## src/rtl/reg_file_pkg.sv

```systemverilog
// Register file with save/restore: shared types and reset image.
// Holds the transfer state enum, default reset image and an image slicer.
package reg_file_pkg;

  typedef enum logic [1:0] {
    IDLE,
    SAVE,
    RESTORE,
    DONE
  } xfer_state_e;

  // Widest image the slicer accepts (W <= 32, 2**D <= 256).
  localparam int IMG_MAX = 8192;

  // r1 = 61, r4 = 255, r5 = 140, all others zero (W=8, D=3).
  localparam logic [63:0] INIT_DEFAULT = {
    8'd0, 8'd0, 8'd140, 8'd255,
    8'd0, 8'd0, 8'd61, 8'd0
  };

  function automatic logic [31:0] img_reg(
    input logic [IMG_MAX-1:0] img,
    input int                 w,
    input int                 i
  );
    logic [IMG_MAX-1:0] s;
    logic [31:0]        m;
    s = img >> (i * w);
    m = (w >= 32) ? 32'hFFFF_FFFF
                  : ((32'd1 << w) - 32'd1);
    return s[31:0] & m;
  endfunction

endpackage

```

## src/rtl/reg_file_xfer_fsm.sv

```systemverilog
// Save/restore sequencer: state, beat index and spill/fill handshakes.
// Outputs the fill write strobe/address/data and the normal-write gate.
module reg_file_xfer_fsm
  import reg_file_pkg::*;
#(
  parameter int W = 8,
  parameter int D = 3
) (
  input  logic         Clk,
  input  logic         ResetN,
  input  logic         SaveReq,
  input  logic         RestoreReq,
  input  logic         SpillReady,
  input  logic         FillValid,
  input  logic [W-1:0] FillData,
  output logic         Busy,
  output logic         Done,
  output logic         SpillValid,
  output logic [D-1:0] SpillAddr,
  output logic         FillReady,
  output logic [D-1:0] FillAddr,
  output logic         FillWe,
  output logic [D-1:0] FillWaddr,
  output logic [W-1:0] FillWdata,
  output logic         WriteGate
);

  localparam logic [D-1:0] LAST = '1;

  xfer_state_e state, state_n;
  logic [D-1:0] idx, idx_n;

  always_ff @(posedge Clk or negedge ResetN) begin
    if (!ResetN) begin
      state <= IDLE;
      idx   <= '0;
    end else begin
      state <= state_n;
      idx   <= idx_n;
    end
  end

  always_comb begin
    state_n    = state;
    idx_n      = idx;
    Done       = 1'b0;
    SpillValid = 1'b0;
    FillReady  = 1'b0;
    FillWe     = 1'b0;
    unique case (state)
      IDLE: begin
        if (SaveReq) begin
          state_n = SAVE;
          idx_n   = '0;
        end else if (RestoreReq) begin
          state_n = RESTORE;
          idx_n   = '0;
        end
      end
      SAVE: begin
        SpillValid = 1'b1;
        if (SpillReady) begin
          if (idx == LAST) state_n = DONE;
          else idx_n = idx + 1'b1;
        end
      end
      RESTORE: begin
        FillReady = 1'b1;
        if (FillValid) begin
          FillWe = 1'b1;
          if (idx == LAST) state_n = DONE;
          else idx_n = idx + 1'b1;
        end
      end
      DONE: begin
        Done    = 1'b1;
        state_n = IDLE;
        idx_n   = '0;
      end
      default: state_n = IDLE;
    endcase
  end

  assign Busy      = (state != IDLE);
  assign WriteGate = (state == IDLE);
  assign SpillAddr = idx;
  assign FillAddr  = idx;
  assign FillWaddr = idx;
  assign FillWdata = FillData;

endmodule

```

## src/rtl/reg_file_spill.sv

```systemverilog
// Register file: 2**D x W, NR async read ports, one write, debug tap.
// Save/restore streams the whole set over spill/fill handshakes.
module reg_file_spill
  import reg_file_pkg::*;
#(
  parameter int                   W      = 8,
  parameter int                   D      = 3,
  parameter int                   NR     = 3,
  parameter int                   TAP    = 6,
  parameter bit                   BYPASS = 1'b1,
  parameter logic [W*(2**D)-1:0]  INIT   = INIT_DEFAULT
) (
  input  logic         Clk,
  input  logic         ResetN,
  input  logic         WriteEn,
  input  logic [D-1:0] Waddr,
  input  logic [W-1:0] DataIn,
  input  logic [D-1:0] Raddr   [NR],
  output logic [W-1:0] DataOut [NR],
  output logic [W-1:0] Tap,
  input  logic         SaveReq,
  input  logic         RestoreReq,
  output logic         Busy,
  output logic         Done,
  output logic         SpillValid,
  input  logic         SpillReady,
  output logic [D-1:0] SpillAddr,
  output logic [W-1:0] SpillData,
  output logic         FillReady,
  input  logic         FillValid,
  output logic [D-1:0] FillAddr,
  input  logic [W-1:0] FillData
);

  localparam int N = 2 ** D;
  localparam logic [IMG_MAX-1:0] IMG = IMG_MAX'(INIT);
  localparam logic [D-1:0] TAP_IDX = D'(TAP);

  logic [W-1:0] regs [N];
  logic         fill_we;
  logic [D-1:0] fill_addr;
  logic [W-1:0] fill_data;
  logic         wr_gate;
  logic         wr_ok;

  reg_file_xfer_fsm #(
    .W(W),
    .D(D)
  ) u_fsm (
    .Clk        (Clk),
    .ResetN     (ResetN),
    .SaveReq    (SaveReq),
    .RestoreReq (RestoreReq),
    .SpillReady (SpillReady),
    .FillValid  (FillValid),
    .FillData   (FillData),
    .Busy       (Busy),
    .Done       (Done),
    .SpillValid (SpillValid),
    .SpillAddr  (SpillAddr),
    .FillReady  (FillReady),
    .FillAddr   (FillAddr),
    .FillWe     (fill_we),
    .FillWaddr  (fill_addr),
    .FillWdata  (fill_data),
    .WriteGate  (wr_gate)
  );

  // Writes during a transfer are dropped to keep the snapshot whole.
  assign wr_ok = WriteEn && wr_gate;

  always_ff @(posedge Clk or negedge ResetN) begin
    if (!ResetN) begin
      for (int i = 0; i < N; i++)
        regs[i] <= W'(img_reg(IMG, W, i));
    end else if (fill_we) begin
      regs[fill_addr] <= fill_data;
    end else if (wr_ok) begin
      regs[Waddr] <= DataIn;
    end
  end

  for (genvar p = 0; p < NR; p++) begin : g_rd
    assign DataOut[p] =
      (BYPASS && wr_ok && Raddr[p] == Waddr)
        ? DataIn : regs[Raddr[p]];
  end

  assign Tap       = regs[TAP_IDX];
  assign SpillData = regs[SpillAddr];

endmodule

```

## config.mk

```make
export PLATFORM = sky130hd
export DESIGN_NAME = reg_file_spill
export DESIGN_NICKNAME = d
export VERILOG_FILES = /design/src/rtl/reg_file_pkg.sv /design/src/rtl/reg_file_xfer_fsm.sv /design/src/rtl/reg_file_spill.sv
export SDC_FILE = /design/constraint.sdc
export NUM_CORES = 1
export LEC_CHECK = 0
export ABC_AREA = 1
export CORE_ASPECT_RATIO = 0.5
export CORE_MARGIN = 1
export CORE_UTILIZATION = 35
export DETAILED_ROUTE_END_ITERATION = 12
export SLEW_MARGIN = 20
export SYNTH_ARGS = -nofsm -noshare
export SYNTH_HDL_FRONTEND = slang
export SYNTH_SLANG_ARGS = --single-unit
```

## constraint.sdc

```tcl
create_clock -name Clk -period 2.2 [get_ports Clk]
set_input_delay 0.44 -clock Clk [delete_from_list [all_inputs] [get_ports Clk]]
set_output_delay 0.44 -clock Clk [all_outputs]
set_load 0.005 [all_outputs]
```

==> results.toml, run 1 <==
[outcome]
status = "complete, but fails checks"
violations = "negative setup slack"

[timing]
slew_headroom_pct = 65.5
worst_pin_slew_ns = 0.517
rsz0062_at_grt = "yes"
setup_viol = 21
skew_ns = 0.00593
max_freq_mhz = 428
period_needed_ns = 2.34
tns_ns = -1.37
hold_viol_final = 0
slew_viol_final = 0
setup_ws_ns = -0.135
period_share_pct = 106

[grt]
grt_max_degree = 70
first_global_vias = 7910
grt_usage_pct = 31.3
grt_pass1_wl_mm = 46.8
antenna_found_initial = 0
grt-ovfl-total = 0

[clock_network]
path_clk_slew_ns = 0.06
cts_tree = "built"
worstSkewPairLatency_ns = 0.33
root_buffer = "clkbuf_16"
cts_sinks = 69
cts_made_buffers = 9
htreeDepth = 3
cts_buffer_depth = 2
hold_buffers = 0

[critical_path]
critPathCaptureType = "output pin"
worstSetupPathType = "in -> out"
worstPathMaxFanout = 8
r2r_slack_ns = 0.21
crit_arrival_ns = 1.90
worstPathRequired_ns = 1.76
cp-start-kind = "input port"

[route]
post_drt_wl_per_cell_um = 19.8
drt_wl_total_mm = 31.1
vias_per_cell = 5.62
drtIter0Drc = 1085
drc = 0
vias = 8846
antenna_left = 0
firstDrtPassIters = 5

[synth]
synth_seq_cells = 69
syn_avg_cell_area_sq_um = 5.91
synth_cell_types = 30
synth_top_area_share_pct = 28.6
ys_warn_count = 0
synthTopCellsByArea = "nand2_1 29%, dfrtp_1 19%, nand3_1 17%"
synth_area_sq_um = 6820
ys_seq_area_share_pct = 25.6
syn_inst = 1154
yosys.area.top_type = "nand2_1"
synth_nets = 1197

[floorplan]
die_area_sq_um = 20100
initial_utilization_pct = 36.4
rows = 35
die-height_um = 101
core_sq_um = 18700
io_pins = 85
die_w_um = 199

[finish]
fin_nets = 1354
nFillCells = 1955
drive_gt1_share_pct = 25.2
diodes = 0
syn_to_final_growth_pct = 38.4

[power]
clkPwrFrac_pct = 19.6
p_total_mw = 8.29
seq_power_share_pct = 24.0
power_switching_mw = 3.75
p_per_area_nw_per_um2 = 878
netSwitchingFraction_pct = 45.3
combinationalPowerShare_pct = 56.3
vdd_ir_drop_max_v = 0.000646
leakage_nw = 4.93
p_int_mw = 4.54

[place]
portBuffers = 84
place_congestion = 0.973
dp_hpwl_mm = 23.0

[worst_hold_path]
hold_class = "in -> async"

[run]
cap_violations = 0
## critical path, stage by stage
cell	delay, ns
clkdlybuf4s50_1	0.51
nand2_4	0.10
inv_8	0.10
nand2_4	0.06
nor2_4	0.08
nand2_2	0.08
buf_12	0.15
buf_6	0.11
nand3_2	0.07
nand2_2	0.07
buf_6	0.12
## repair_timing
item,in CTS,in global routing
cloned,4,0
setup buffers,21,1
pin swaps,40,28
setup endpoints to repair,32,30
gates resized for setup,234,61
hold endpoints to repair,0,0
## power groups by stage
stage | logic, mW | registers, mW | clock network, mW
after floorplan | 2.38 | 1.85 | 0
after global placement | 4.00 | 1.96 | 0
after detailed placement | 4.04 | 1.97 | 0
after CTS | 4.48 | 1.97 | 1.63
after global routing | 5.03 | 2.02 | 1.68
final | 4.67 | 1.99 | 1.63
## routing by layer
| metal | global-route usage (%) | share of wire (%) |
|---|---|---|
| met4 | 8.57 | 2.6 |
| met5 | 0 | 0 |
| met3 | 8.70 | 13 |
| met1 | 46.1 | 46 |
| met2 | 44.1 | 39 |
## synth_stat cells, drive strengths merged
master	count
inv	93
buf	56
o21ai	35
nand4	7
ha	8
o211ai	1
nand3b	1
dfstp	16
nor2	15
nand2	539
o22ai	68
nand3	247
clkinv	5
clkbuf	9
dfrtp	53
or2	1
## cell families after synthesis
| group | after synthesis | share of synthesized area, % |
|---|---|---|
| and+or+nand+nor | 810 | 52.5 |
| buffers and inverters | 163 | 11.5 |
| AOI/OAI and AO/OA | 104 | 8.92 |
| DFF | 69 | 25.6 |
| adders and majority gates | 8 | 1.47 |
## layout make-up
class,instances,area (sq um),area share [%]
Multi-Input combinational cell,922,4640,49.1
Timing Repair Buffer,211,1980,21.0
Sequential cell,69,1750,18.5
Inverter,98,409,4.34
Tap cell,259,324,3.43
Clock buffer,11,253,2.68
Clock inverter,5,82.6,0.875
## registers in the layout, indices dropped and copies added, names as in the netlist
| signal | cells |
|---|---|
| u_fsm.FillAddr | 3 |
| u_fsm.state | 2 |
| Tap | 8 |
| regs | 56 |
## layout by cell type (no fill, tap or decap), drive strengths merged, types with 2 or more instances in the layout
cell type      count
clkdlybuf4s50     40
nand2            539
nand4              7
bufinv             2
nand3            247
ha                 8
clkinvlp           3
clkinv             4
clkbuf            12
o21ai             35
dfrtp             53
o22ai             68
nor2              15
dlymetal6s2s       4
dfstp             16
inv               94
buf              159
dlygate4sd2        7
## per-stage QoR
step | setup WS [ns] | instances | instance area, sq um | hold slack (ns) | utilization, %
after floorplan | 0.359 | 1154 | 6820 | 0.144 | -
after global placement | -0.554 | 1535 | 8470 | 0.474 | 45.2
after detailed placement | -0.542 | 1535 | 8470 | 0.478 | 45.2
after CTS | -0.166 | 1576 | 9250 | 0.152 | 49.3
after global routing | -0.190 | 1575 | 9440 | 0.160 | 50.3
final | -0.135 | 1575 | 9440 | 0.125 | 50.3
## path summary, 6_finish.rpt
check                                           startpoint                    to  cells past startpoint
worst max-delay path                               WriteEn           DataOut[17]                     11
worst min-delay path                                ResetN  regs[22]$_DFFE_PN0P_                      2
worst max register to register  u_fsm.state[0]$_DFFE_PN0P_  regs[49]$_DFFE_PN0P_                      9
worst min register to register        regs[50]$_DFFE_PN1P_  regs[50]$_DFFE_PN1P_                      2
max in group asynchronous                           ResetN  regs[23]$_DFFE_PN1P_                      2
min in group Clk                      regs[50]$_DFFE_PN1P_  regs[50]$_DFFE_PN1P_                      2
No activity file was read; power rests on OpenSTA's default activity.
==> inputs of run 2 (changes only) <==
--- a/config.mk
+++ b/config.mk
@@ -11,4 +11,5 @@
 export CORE_UTILIZATION = 35
 export DETAILED_ROUTE_END_ITERATION = 12
+export DONT_BUFFER_PORTS = 1
 export SLEW_MARGIN = 20
 export SYNTH_ARGS = -nofsm -noshare
==> constraint.sdc (replaced) <==
create_clock -name Clk -period 2.2 [get_ports Clk]
set_input_delay 0.44 -clock Clk [delete_from_list [all_inputs] [get_ports Clk]]
set_output_delay 0.44 -clock Clk [all_outputs]
set_load 0.02 [all_outputs]
==> results.toml, run 2 (synthesis gave the netlist of run 1 again) <==
[finish]
final_core_utilization_pct = 41.1
syn_to_final_growth_pct = 13.0
stdcell_count = 1410
final_cell_mix = "484 x nand2_1, 232 x nand3_1, 74 x inv_1"
drive_gt1_share_pct = 16.6
max_flop_register = "regs"
layout_commonest_cell = "nand2_1"
fin_nets = 1189
largest_reg_flops = 56
diodes = 0

[timing]
skew_ns = 0.0105
rsz0062_at_grt = "yes"
slew_viol_final = 0
setup_viol = 1
setup_ws_ns = -0.000256
hold_viol_final = 7
holdWs_ns = -0.0206
slew_headroom_pct = 67.8
worst_pin_slew_ns = 0.482
period_share_pct = 100
max_freq_mhz = 454
period_needed_ns = 2.20

[critical_path]
reg2reg_depth = 10
crit_arrival_ns = 1.76
r2r_slack_ns = 0.05
worstPathRequired_ns = 1.76
cp-start-kind = "register"
rr_startpoint = "u_fsm.state[1]$_DFFE_PN0P_"
cp-startpoint = "u_fsm.FillAddr[0]$_DFFE_PN0P_"
r2r_end = "regs[44]$_DFFE_PN0P_"
worstSetupPathType = "reg -> out"
worstPathMaxFanout = 10
critPathCaptureType = "output pin"
endpoint = "SpillData[2]"

[route]
vias = 8134
vias_per_cell = 5.77
antenna_left = 0
drt_wl_total_mm = 29.3
post_drt_wl_per_cell_um = 20.8
drtIter0Drc = 1125
drc = 0
firstDrtPassIters = 8

[grt]
grt_pass1_wl_mm = 43.9
grt_usage_pct = 29.1
grt_max_degree = 70
grt-ovfl-total = 0
first_global_vias = 7211
antenna_found_initial = 0

[clock_network]
cts_sinks = 69
root_buffer = "clkbuf_16"
worstSkewPairLatency_ns = 0.34
cts_buffer_depth = 2
htreeDepth = 3
cts_made_buffers = 9
cts_tree = "built"
path_clk_slew_ns = 0.07

[floorplan]
initial_utilization_pct = 36.4
die-height_um = 101
core_sq_um = 18700
die_w_um = 199
rows = 35
io_pins = 85
die_area_sq_um = 20100

[power]
leakage_nw = 3.91
vdd_ir_drop_max_v = 0.000547
p_per_area_nw_per_um2 = 972
p_total_mw = 7.49

[place]
dp_slack_ns = 0.0882
placedCellCount = 1372
place_congestion = 1.03
portBuffers = 0
dp_hpwl_mm = 21.3

[outcome]
status = "complete, but fails checks"
violations = "negative hold slack, negative setup slack"

[worst_hold_path]
hold_class = "in -> async"

[run]
cap_violations = 0
==> run 2: repair_timing <==
| action | in CTS | in global routing |
|---|---|---|
| resized for setup | 38 | 40 |
| setup buffers | 5 | 11 |
| pin swaps | 14 | 22 |
| hold buffers | 1 | 0 |
| endpoints found under the setup margin | 24 | 32 |
| cloned | 2 | 3 |
| endpoints found under the hold margin | 69 | 0 |
==> run 2: worst max-delay path: stages (launching register included) <==
cell and delay [ns]:
dfrtp_2 0.51, clkbuf_4 0.27, buf_4 0.14, nand3_4 0.12, o22ai_1 0.18, nor2_1 0.07, nand2_2 0.14
==> run 2: report_power, final <==
part | total, mW | switching, mW | internal [mW]
Clock | 1.41 | 0.605 | 0.800
Sequential | 2.04 | 0.379 | 1.66
Combinational | 4.04 | 2.77 | 1.28
==> run 2: per-stage QoR <==
step                 TNS (ns)  hold slack [ns]  instance area, sq um
floorplan                   0            0.144                  6820
global placement            0            0.147                  6950
detailed placement          0            0.147                  6950
CTS                         0          0.00195                  7420
global route           -0.254         -0.00108                  7700
finish              -0.000256          -0.0206                  7700
==> run 2: layout make-up <==
| type | instances | area [sq um] |
|---|---|---|
| fill | 2028 | 11000 |
| multi-input combinational | 925 | 4510 |
| sequential | 69 | 1750 |
| timing repair buffer | 43 | 428 |
| inverter | 98 | 403 |
| tap | 259 | 324 |
| clock buffer | 10 | 239 |
| clock inverter | 6 | 47.5 |
==> run 2: how the worst min path moves through the flow <==
stage          slack (ns)                   to  startpoint
3_3_place_gp         0.15   Tap[4]$_DFFE_PN0P_      ResetN
2_1_floorplan        0.14   Tap[0]$_DFFE_PN0P_      ResetN
6_report            -0.02  regs[1]$_DFFE_PN0P_      ResetN
5_1_grt            -0.001  regs[0]$_DFFE_PN0P_      ResetN
4_1_cts             0.002  regs[1]$_DFFE_PN0P_      ResetN
3_5_place_dp         0.15   Tap[5]$_DFFE_PN0P_      ResetN
==> run 2: per-layer routing <==
layer | wire length (um) | part of all wire [%] | vias up | track usage, %
met2 | 11300 | 39 | 550 | 39.3
met4 | 590 | 2.0 | 0 | 7.28
met3 | 4180 | 14 | 52 | 7.76
met1 | 13200 | 45 | 3776 | 44.6
li1 | - | - | 3756 | -
met5 | 0 | 0 | - | 0
==> inputs of run 3 (changes only) <==
Settings changed: CORE_UTILIZATION 35 to 45, GPL_TIMING_DRIVEN set to 0.
==> results.toml, run 3 (synthesis gave the netlist of run 1 again) <==
[clock_network]
path_clk_slew_ns = 0.06
root_buffer = "clkbuf_16"
htreeDepth = 3
worstSkewPairLatency_ns = 0.33
cts_made_buffers = 9
cts_buffer_depth = 2
cts_tree = "built"
cts_sinks = 69

[critical_path]
cp_num_buf_inv = 2
critPathCaptureType = "output pin"
critPathMaxStageDelay_ns = 0.54
crit_chain = "buf_8, buf_12, nand2_1, o21ai_1, nand2_1, nand2_1, nand2_1, nand2_2"
cp_slowest_cell = "dfrtp_2"
cp_common_cell = "nand2_1"
cp-start-kind = "register"
worstSetupPathType = "reg -> out"
crit_arrival_ns = 1.77
worstPathMaxFanout = 10
reg2reg_depth = 9
cp.depth = 8
worstPathRequired_ns = 1.76
cpLargestDelayFamily = "flip-flops"

[timing]
hold_viol_final = 13
tns_ns = -0.00763
period_needed_ns = 2.21
skew_ns = 0.00712
setup_viol = 1
worst_pin_slew_ns = 0.622
slew_headroom_pct = 58.5
rsz0062_at_grt = "yes"
slew_viol_final = 0
holdWs_ns = -0.0278
setup_ws_ns = -0.00763
max_freq_mhz = 453
period_share_pct = 100

[finish]
stdcell_count = 1399
fin_area_sq_um = 8230
fin_nets = 1239
diodes = 0
multi_input_area_sq_um = 4730
drive_gt1_share_pct = 21.1
seqCellArea_sq_um = 1750
syn_to_final_growth_pct = 20.7
max_flop_register = "regs"
nFillCells = 1437
final_core_utilization_pct = 56.3
final_cell_mix = "471 x nand2_1, 224 x nand3_1, 74 x inv_1"
largest_reg_flops = 56
layout_commonest_cell = "nand2_1"

[route]
vias = 8534
post_drt_wl_per_cell_um = 22.4
drtIter0Drc = 1214
antenna_left = 0
vias_per_cell = 6.10
firstDrtPassIters = 6
drt_wl_total_mm = 31.4
drc = 0

[floorplan]
core_sq_um = 14600
rows = 31
die-height_um = 89.0
die_w_um = 176
initial_utilization_pct = 46.6
io_pins = 85
die_area_sq_um = 15700

[power]
leakage_nw = 4.26
vdd_ir_drop_max_v = 0.000840
p_per_area_nw_per_um2 = 994

[place]
portBuffers = 0
place_congestion = 0.996
placedCellCount = 1352
dp_slack_ns = -0.142
dp_hpwl_mm = 22.8
dpl-instance-area_sq_um = 7060

[grt]
grt-ovfl-total = 0
first_global_vias = 7253
grt_usage_pct = 39.2
antenna_found_initial = 0
grt_pass1_wl_mm = 44.9
grt_max_degree = 70

[worst_hold_path]
hold_class = "in -> async"

[outcome]
status = "complete, but fails checks"
violations = "negative hold slack, negative setup slack"

[run]
cap_violations = 0
[run 3: changes by cell type in the layout (fill, tap and decap cells not counted), moves of 5 or more]
cell and change:
nand2_4 +16, buf_2 +22, clkbuf_1 +12, buf_4 +5, buf_8 +6, buf_6 +9, nand3_1 -8, nand2_1 -13
o21ai_0 -14, o21ai_1 +10
[run 3: per-layer routing]
metal | GRT usage (%) | wire, um | vias to the layer above
met1 | 58.1 | 14100 | 4031
met4 | 7.59 | 604 | 0
met2 | 54.3 | 12100 | 566
li1 | - | - | 3881
met5 | 0 | 0 | -
met3 | 13.1 | 4530 | 56
[run 3: cell type report]
type                    count  area share (%)
clock buffers              15            3.25
clock inverters             1           0.365
inverters                  98            5.18
well taps                 198            3.01
plain buffers              65            6.40
flip-flops and latches     69            21.3
multi-input cells         925            57.5
repair buffers             28            3.01
[run 3: path summary, 6_finish.rpt]
kind                                               start                         end  slack [ns]
setup / recovery           u_fsm.FillAddr[0]$_DFFE_PN0P_                SpillData[0]      -0.008
setup reg to reg              u_fsm.state[1]$_DFFE_PN0P_         regs[0]$_DFFE_PN0P_        0.06
hold reg to reg                     regs[31]$_DFFE_PN1P_        regs[31]$_DFFE_PN1P_        0.49
hold / removal                                    ResetN        regs[32]$_DFFE_PN0P_       -0.03
min in group Clk                                 SaveReq  u_fsm.state[0]$_DFFE_PN0P_        0.33
max in group asynchronous                         ResetN        regs[19]$_DFFE_PN1P_        1.86
[run 3: where the power goes]
part | internal [mW] | leakage, nW | switching [mW] | total (mW)
Clock | 0.942 | 0.144 | 0.535 | 1.48
Combinational | 1.54 | 3.22 | 3.13 | 4.67
Sequential | 1.66 | 0.887 | 0.374 | 2.03
[run 3: through the flow]
stage	total power [mW]	hold slack [ns]
floorplan	4.52	0.144
detailed placement	5.61	0.147
CTS	7.57	0.00781
global placement	5.57	0.147
finish	8.18	-0.0278
global route	8.55	0.00288
[run 3: repair_timing]
item	4_1_cts	5_1_grt
hold buffers	1	0
cloned	3	1
resized for setup	107	74
buffers inserted	10	16
setup endpoints to repair	32	32
pin swaps	19	24
endpoints found under the hold margin	69	0
